$ cat config.mk
export PLATFORM = sky130hd
export DESIGN_NAME = lookahead_sweep_ctrl
export DESIGN_NICKNAME = d
export VERILOG_FILES = /design/src/rtl/lookahead_pkg.sv /design/src/rtl/dwell_timer.sv /design/src/rtl/lookahead_sweep_ctrl.sv
export SDC_FILE = /design/constraint.sdc
export NUM_CORES = 1
export LEC_CHECK = 0
export ABC_AREA = 1
export CORE_ASPECT_RATIO = 0.8
export CORE_UTILIZATION = 55
export CTS_BUF_LIST = sky130_fd_sc_hd__clkbuf_16
export DETAILED_ROUTE_END_ITERATION = 8
export GPL_TIMING_DRIVEN = 0
export PLACE_DENSITY = 0.79
export SETUP_SLACK_MARGIN = 0.15
export SLEW_MARGIN = 20
export SYNTH_ARGS = -nofsm -noshare
export SYNTH_HDL_FRONTEND = slang
export SYNTH_SLANG_ARGS = --single-unit
$ cat constraint.sdc
create_clock -name clk -period 2.9 [get_ports clk]
set_input_delay 0.435 -clock clk [delete_from_list [all_inputs] [get_ports clk]]
set_output_delay 0.435 -clock clk [all_outputs]
set_load 0.005 [all_outputs]
$ cat src/rtl/lookahead_pkg.sv
// ---------------------------------------------------------------------------
// lookahead_pkg
// Shared definitions for the carry-lookahead adder sweep controller: the
// sequencer state encoding and the vector / sum widths.
// No ports (package).
// ---------------------------------------------------------------------------
package lookahead_pkg;

   typedef enum logic [2:0] {
      ST_IDLE   = 3'd0,
      ST_LOAD   = 3'd1,
      ST_SETTLE = 3'd2,
      ST_CHECK  = 3'd3,
      ST_DONE   = 3'd4
   } state_t;

   localparam int VEC_W   = 5;
   localparam int NUM_VEC = 32;
   localparam int SUM_W   = 3;

   localparam logic [VEC_W-1:0] LAST_VEC = VEC_W'(NUM_VEC - 1);

endpackage

$ cat src/rtl/dwell_timer.sv
// ---------------------------------------------------------------------------
// dwell_timer
// Free-standing settle counter. Clears to zero, counts up while enabled and
// flags the terminal count DWELL-1.
// Ports:
//   clk    in   system clock, rising edge
//   rst_n  in   asynchronous active-low reset
//   clr_i  in   synchronous clear (wins over enable)
//   en_i   in   count enable
//   tc_o   out  high while the count equals DWELL-1
// ---------------------------------------------------------------------------
module dwell_timer #(
   parameter int DWELL = 4,
   parameter int CNT_W = 16
) (
   input  logic clk,
   input  logic rst_n,
   input  logic clr_i,
   input  logic en_i,
   output logic tc_o
);

   logic [CNT_W-1:0] cnt_q;
   logic [CNT_W-1:0] cnt_d;

   // Next count: clear has priority, otherwise increment when enabled.
   always_comb begin
      cnt_d = cnt_q;
      if (clr_i) begin
         cnt_d = '0;
      end else if (en_i) begin
         cnt_d = cnt_q + CNT_W'(1);
      end else begin
         cnt_d = cnt_q;
      end
   end

   // Count register.
   always_ff @(posedge clk or negedge rst_n) begin
      if (!rst_n) begin
         cnt_q <= '0;
      end else begin
         cnt_q <= cnt_d;
      end
   end

   assign tc_o = (cnt_q == CNT_W'(DWELL - 1));

endmodule

$ cat src/rtl/lookahead_sweep_ctrl.sv
// ---------------------------------------------------------------------------
// lookahead_sweep_ctrl
// On-chip sequencer that walks all 32 {a, b, c_in} combinations through the
// 2-bit carry-lookahead adder, lets each vector settle for DWELL cycles,
// samples the returned sum and counts mismatches against a local reference.
// Ports:
//   clk      in   system clock, rising edge
//   rst_n    in   asynchronous active-low reset
//   start    in   begins a sweep from IDLE or DONE (ignored while busy)
//   pause    in   freezes sequencing while high
//   sum_in   in   {c_out, s[1:0]} from the adder datapath
//   op_a     out  operand a
//   op_b     out  operand b
//   op_cin   out  carry-in
//   index    out  current vector number = {op_a, op_b, op_cin}
//   busy     out  high in LOAD / SETTLE / CHECK
//   done     out  high from sweep completion until the next start
//   err_cnt  out  mismatch count of the current or last sweep (0..32)
//   fail     out  err_cnt != 0 (combinational)
// ---------------------------------------------------------------------------
module lookahead_sweep_ctrl
   import lookahead_pkg::*;
#(
   parameter int DWELL = 4,
   parameter int CNT_W = 16
) (
   input  logic             clk,
   input  logic             rst_n,
   input  logic             start,
   input  logic             pause,
   input  logic [SUM_W-1:0] sum_in,
   output logic [1:0]       op_a,
   output logic [1:0]       op_b,
   output logic             op_cin,
   output logic [VEC_W-1:0] index,
   output logic             busy,
   output logic             done,
   output logic [5:0]       err_cnt,
   output logic             fail
);

   state_t           state_q;
   state_t           state_d;
   logic [VEC_W-1:0] index_q;
   logic [VEC_W-1:0] index_d;
   logic [5:0]       err_q;
   logic [5:0]       err_d;
   logic             busy_q;
   logic             busy_d;
   logic             done_q;
   logic             done_d;

   logic             timer_clr_s;
   logic             timer_en_s;
   logic             timer_tc_s;
   logic [SUM_W-1:0] ref_sum_s;

   // The timer restarts on every LOAD and only advances in unpaused SETTLE.
   assign timer_clr_s = (state_q == ST_LOAD);
   assign timer_en_s  = (state_q == ST_SETTLE) && !pause;

   dwell_timer #(
      .DWELL (DWELL),
      .CNT_W (CNT_W)
   ) u_dwell_timer (
      .clk   (clk),
      .rst_n (rst_n),
      .clr_i (timer_clr_s),
      .en_i  (timer_en_s),
      .tc_o  (timer_tc_s)
   );

   // Expected adder result for the vector currently being driven.
   assign ref_sum_s = {1'b0, index_q[4:3]} + {1'b0, index_q[2:1]} + {2'b00, index_q[0]};

   // Next-state, vector index and mismatch counter.
   always_comb begin
      state_d = state_q;
      index_d = index_q;
      err_d   = err_q;
      case (state_q)
         ST_IDLE, ST_DONE: begin
            // start is honoured even with pause high; the sweep then waits in LOAD.
            if (start) begin
               state_d = ST_LOAD;
               index_d = '0;
               err_d   = 6'd0;
            end else begin
               state_d = state_q;
            end
         end
         ST_LOAD: begin
            if (!pause) begin
               state_d = ST_SETTLE;
            end else begin
               state_d = state_q;
            end
         end
         ST_SETTLE: begin
            if (!pause && timer_tc_s) begin
               state_d = ST_CHECK;
            end else begin
               state_d = state_q;
            end
         end
         ST_CHECK: begin
            // A paused CHECK stays put, so the sample is taken exactly once.
            if (!pause) begin
               if (sum_in != ref_sum_s) begin
                  err_d = err_q + 6'd1;
               end else begin
                  err_d = err_q;
               end
               if (index_q == LAST_VEC) begin
                  state_d = ST_DONE;
               end else begin
                  index_d = index_q + 5'd1;
                  state_d = ST_LOAD;
               end
            end else begin
               state_d = state_q;
            end
         end
         default: begin
            state_d = ST_IDLE;
            index_d = '0;
            err_d   = 6'd0;
         end
      endcase
      busy_d = (state_d == ST_LOAD) || (state_d == ST_SETTLE) || (state_d == ST_CHECK);
      done_d = (state_d == ST_DONE);
   end

   // Controller registers; the status flags are registered from the next state.
   always_ff @(posedge clk or negedge rst_n) begin
      if (!rst_n) begin
         state_q <= ST_IDLE;
         index_q <= '0;
         err_q   <= 6'd0;
         busy_q  <= 1'b0;
         done_q  <= 1'b0;
      end else begin
         state_q <= state_d;
         index_q <= index_d;
         err_q   <= err_d;
         busy_q  <= busy_d;
         done_q  <= done_d;
      end
   end

   // Operands are wired straight from the index register, so they always match it.
   assign op_a    = index_q[4:3];
   assign op_b    = index_q[2:1];
   assign op_cin  = index_q[0];
   assign index   = index_q;
   assign busy    = busy_q;
   assign done    = done_q;
   assign err_cnt = err_q;
   assign fail    = (err_q != 6'd0);

endmodule

==> key figures <==
Global routing
  – Overall Global Routing Usage: approximately a quarter
  – Met3 track utilization from global routing: under 10%
  – Largest net degree at the start of global routing: 33
  – Remaining global-route overflow: 0
  – GRT met2 Usage: between 30% and 40%
  – Number of global-route vias before repair: around 1600
  – Met1 layer usage reported by global route: 35.68%
  – Most heavily used metal layer in global routing: met2
  – Initial antenna violation count: 0
  – Wire length of the first global-routing pass: approximately 7.5 mm

STA
  – Setup TNS: 0 ps
  – Transition time at the pin with the least slew margin: 711.9 ps
  – Final WS setup: approximately 530 ps
  – Tightest slew margin relative to the limit: about 53%
  – Number of endpoints with negative hold slack in the final report: 0
  – Worst slack on hold paths: 213.3 ps
  – Timing-limited maximum frequency: between 400 and 500 MHz
  – Setup clock skew after layout: approximately 3.9 ps
  – Share of the cycle needed by the critical path after routing: between 80% and 90%
  – Final critical-path required period: about 2400 ps
  – Max-slew violation count: 0
  – Setup repair after global routing missed its margin: no
  – Setup violators final: 0

Placed design
  – Placed wire-length estimate: approximately 3.2 mm
  – Cells after DPL: 359
  – GP Congestion: 0.8974
  – Number of port buffers: 25
  – Worst slack, placed: between 600 and 700 ps

Setup path
  – Category of the worst setup path capture point: flip-flop
  – Maximum fanout along the worst path: 6
  – Worst Path Buf+Inv: 2
  – Worst-path cell chain: inv_1 > fa_1 > fa_1 > inv_1 > nor2_1 > o21ai_0 > nor2_1 > nor2_2 > nand2_1 > nand2_1
  – Worst Setup Path Type: flip-flop to flip-flop
  – Slowest cell on the critical path: fa_1
  – Startpoint types: flip-flop
  – WP data required: around 3100 ps
  – Family of cells with the greatest summed delay on the critical path: adder cells
  – Slowest Stage Delay on Critical Path: 470 ps
  – Arrival time of data at the critical path endpoint: ~2600 ps

Routing
  – Post-route antenna net violation count: 0
  – Via count of the routed design: 1857
  – Starting DRC count in detailed routing: about 180
  – Number of remaining DRC errors: 3
  – Vias per cell: about 5.1
  – Total iterations of the first detailed-routing run: 6
  – Post-DR wirelength/cell: around 12 µm
  – Post-Route WL: between 4 and 5 mm

Pwr
  – VDD IR-drop max: about 0.00056 V
  – Static leakage: between 1 and 1.5 nW
  – Power, Total: 0.001716 W
  – Power Density: about 680 nW/µm²

Clocking
  – CTS tree: done
  – Clock buffers created by TritonCTS: 5
  – Number of levels in the clock H-tree: 2
  – Setup bufs post-CTS: 0
  – TritonCTS Sinks: 32
  – Maximum buffer depth of the clock tree: 2
  – Root Buffer Master: clkbuf_16
  – Worst-Skew Late Latency: 270 ps
  – Post-cts hold buffer count: 0
  – Quantity of gates resized following cts: 0
  – Clk slew on worst S/H paths: roughly 50 ps

Outcome
  – Violations in the final reports: design-rule violations
  – Outcome: finished, violations left

Cells and area
  – Relative area change from synthesis to final layout: 20.92%
  – Highest-count cells in the layout ignoring fill and taps: 81 x nand2_1, 45 x nor2_1, 43 x inv_1
  – Most frequent standard cell in the layout excluding fill and tap cells: nand2_1
  – Inserted Diodes: 0
  – Fraction of layout instances using a drive strength above 1: 9.846%
  – Final Non-Filler Cells: 367
  – Number of nets in the finished design: ~340

Yosys
  – Post-Synthesis Mean Instance Area: between 7 and 8 µm²
  – Number of distinct library cell variants in the gate-level netlist after synthesis: 31
  – Sequential fraction of the synthesis area: 38.58%
  – Net count after synthesis: between 300 and 400
  – Number of standard cells after synthesis: around 290
  – Count of synthesis-stage warnings from yosys: 0
  – Yosys reg bits: 32
  – Mapped cell area: between 2000 and 2500 µm²

Die
  – Die Area: between 4000 and 5000 µm²
  – Core area: ~3500 µm²
  – Number of rows created at floorplan: 19
  – Count of pins on the block boundary: 26
  – Initial Utilization: 59.00%
  – Chip Height: between 50 and 60 µm
  – Die outline width: approximately 71 µm

Worst hold path
  – Min-Delay Path Class: input port to asynchronous set/reset pin

Run
  – Max_cap viols: 0
## registers in the layout (all words and copies together), names as in the netlist
name	cells
u_dwell_timer.cnt_q	16
err_cnt	6
index	5
state_q	3
busy	1
done	1
## power by group
part | internal [W] | total [W] | switching (W) | leakage (nW)
combinational | 0.000249 | 0.000663 | 0.000414 | 0.709
clock | 0.000308 | 0.000483 | 0.000175 | 0.0738
sequential | 0.000503 | 0.000570 | 0.0000667 | 0.439
total | 0.00106 | 0.00172 | 0.000655 | 1.22
## metal layers
layer  routed length (µm)  vias up  share of wire [%]
met1                 2209      826                 51
met2                 1859       50                 43
met3                  282        2                6.5
met5                    0        -                  0
met4                   19        0               0.43
li1                     -      979                  -
## kinds of logic after synthesis
group / share of synthesized area (%)
flip-flops: 38.58
XOR/XNOR: 2.110
buffers and inverters: 10.49
AND/OR/NAND/NOR: 36.59
AO/OA/AOI/OAI: 7.294
adder cells (fa/ha/maj): 4.943
## path summary, 6_finish.rpt
| kind | startpoint | endpoint | slack [ps] | cells after the start |
|---|---|---|---|---|
| setup / recovery | index[0]$_DFFE_PN0P_ | err_cnt[1]$_DFFE_PN0P_ | 530 | 10 |
| hold / removal | rst_n | u_dwell_timer.cnt_q[10]$_DFFE_PN0P_ | 210 | 1 |
| setup reg to reg | index[0]$_DFFE_PN0P_ | err_cnt[1]$_DFFE_PN0P_ | 530 | 10 |
| hold reg to reg | u_dwell_timer.cnt_q[14]$_DFFE_PN0P_ | u_dwell_timer.cnt_q[14]$_DFFE_PN0P_ | 530 | 2 |
| max in group asynchronous | rst_n | state_q[0]$_DFF_PN0_ | 2230 | 1 |
| min in group clk | u_dwell_timer.cnt_q[14]$_DFFE_PN0P_ | u_dwell_timer.cnt_q[14]$_DFFE_PN0P_ | 530 | 2 |
## area by class of cell
type,instances,area (µm²)
fill,301,1008
clock inverter,3,11.26
sequential,32,800.8
buffer,7,47.55
clock buffer,5,125.1
tap,42,52.55
multi-input combinational,208,1057
inverter,45,170.2
timing repair buffer,25,245.2
## synthesized netlist by cell type
cell type	instances	area, µm²
nand4_1	8	50.05
xor2_1	4	35.03
o21bai_1	1	7.510
nand3_4	2	35.03
clkinv_2	1	5.000
nor3_1	3	15.01
o21ai_2	2	17.52
fa_1	2	40.04
a21oi_1	7	35.03
o21ai_1	2	10.01
inv_1	41	153.9
nor2_2	3	18.77
or2_2	1	6.260
nand2_2	4	25.02
clkbuf_2	1	5.000
nor2_4	1	11.26
ha_1	5	62.56
inv_2	3	11.26
o21ai_0	10	50.05
buf_2	1	5.000
xnor2_1	1	8.760
nand3_1	18	90.09
o22ai_1	2	12.51
a32o_1	1	10.01
nor2_1	45	168.9
dfrtp_1	32	800.8
nor3b_1	2	15.01
buf_4	5	37.54
a22o_1	1	8.760
nand3_2	2	20.02
nand2_1	81	304.0
## stage by stage
stage / utilization, % / cell area [µm²]
after detailed placement: 67.46 / 2374
final: 71.34 / 2510
after CTS: 71.34 / 2510
after global placement: 67.60 / 2379
after global routing: 71.34 / 2510
after floorplan: - / 2076
## worst register-to-register path: cells and delay by family (launching register included)
family | cells | cell delay (ps)
buf+inv | 2 | 180
simple gates | 5 | 540
compound gates | 1 | 260
fa+ha+maj | 2 | 910
flops | 1 | 420
Power figures use the tool's default switching activity.
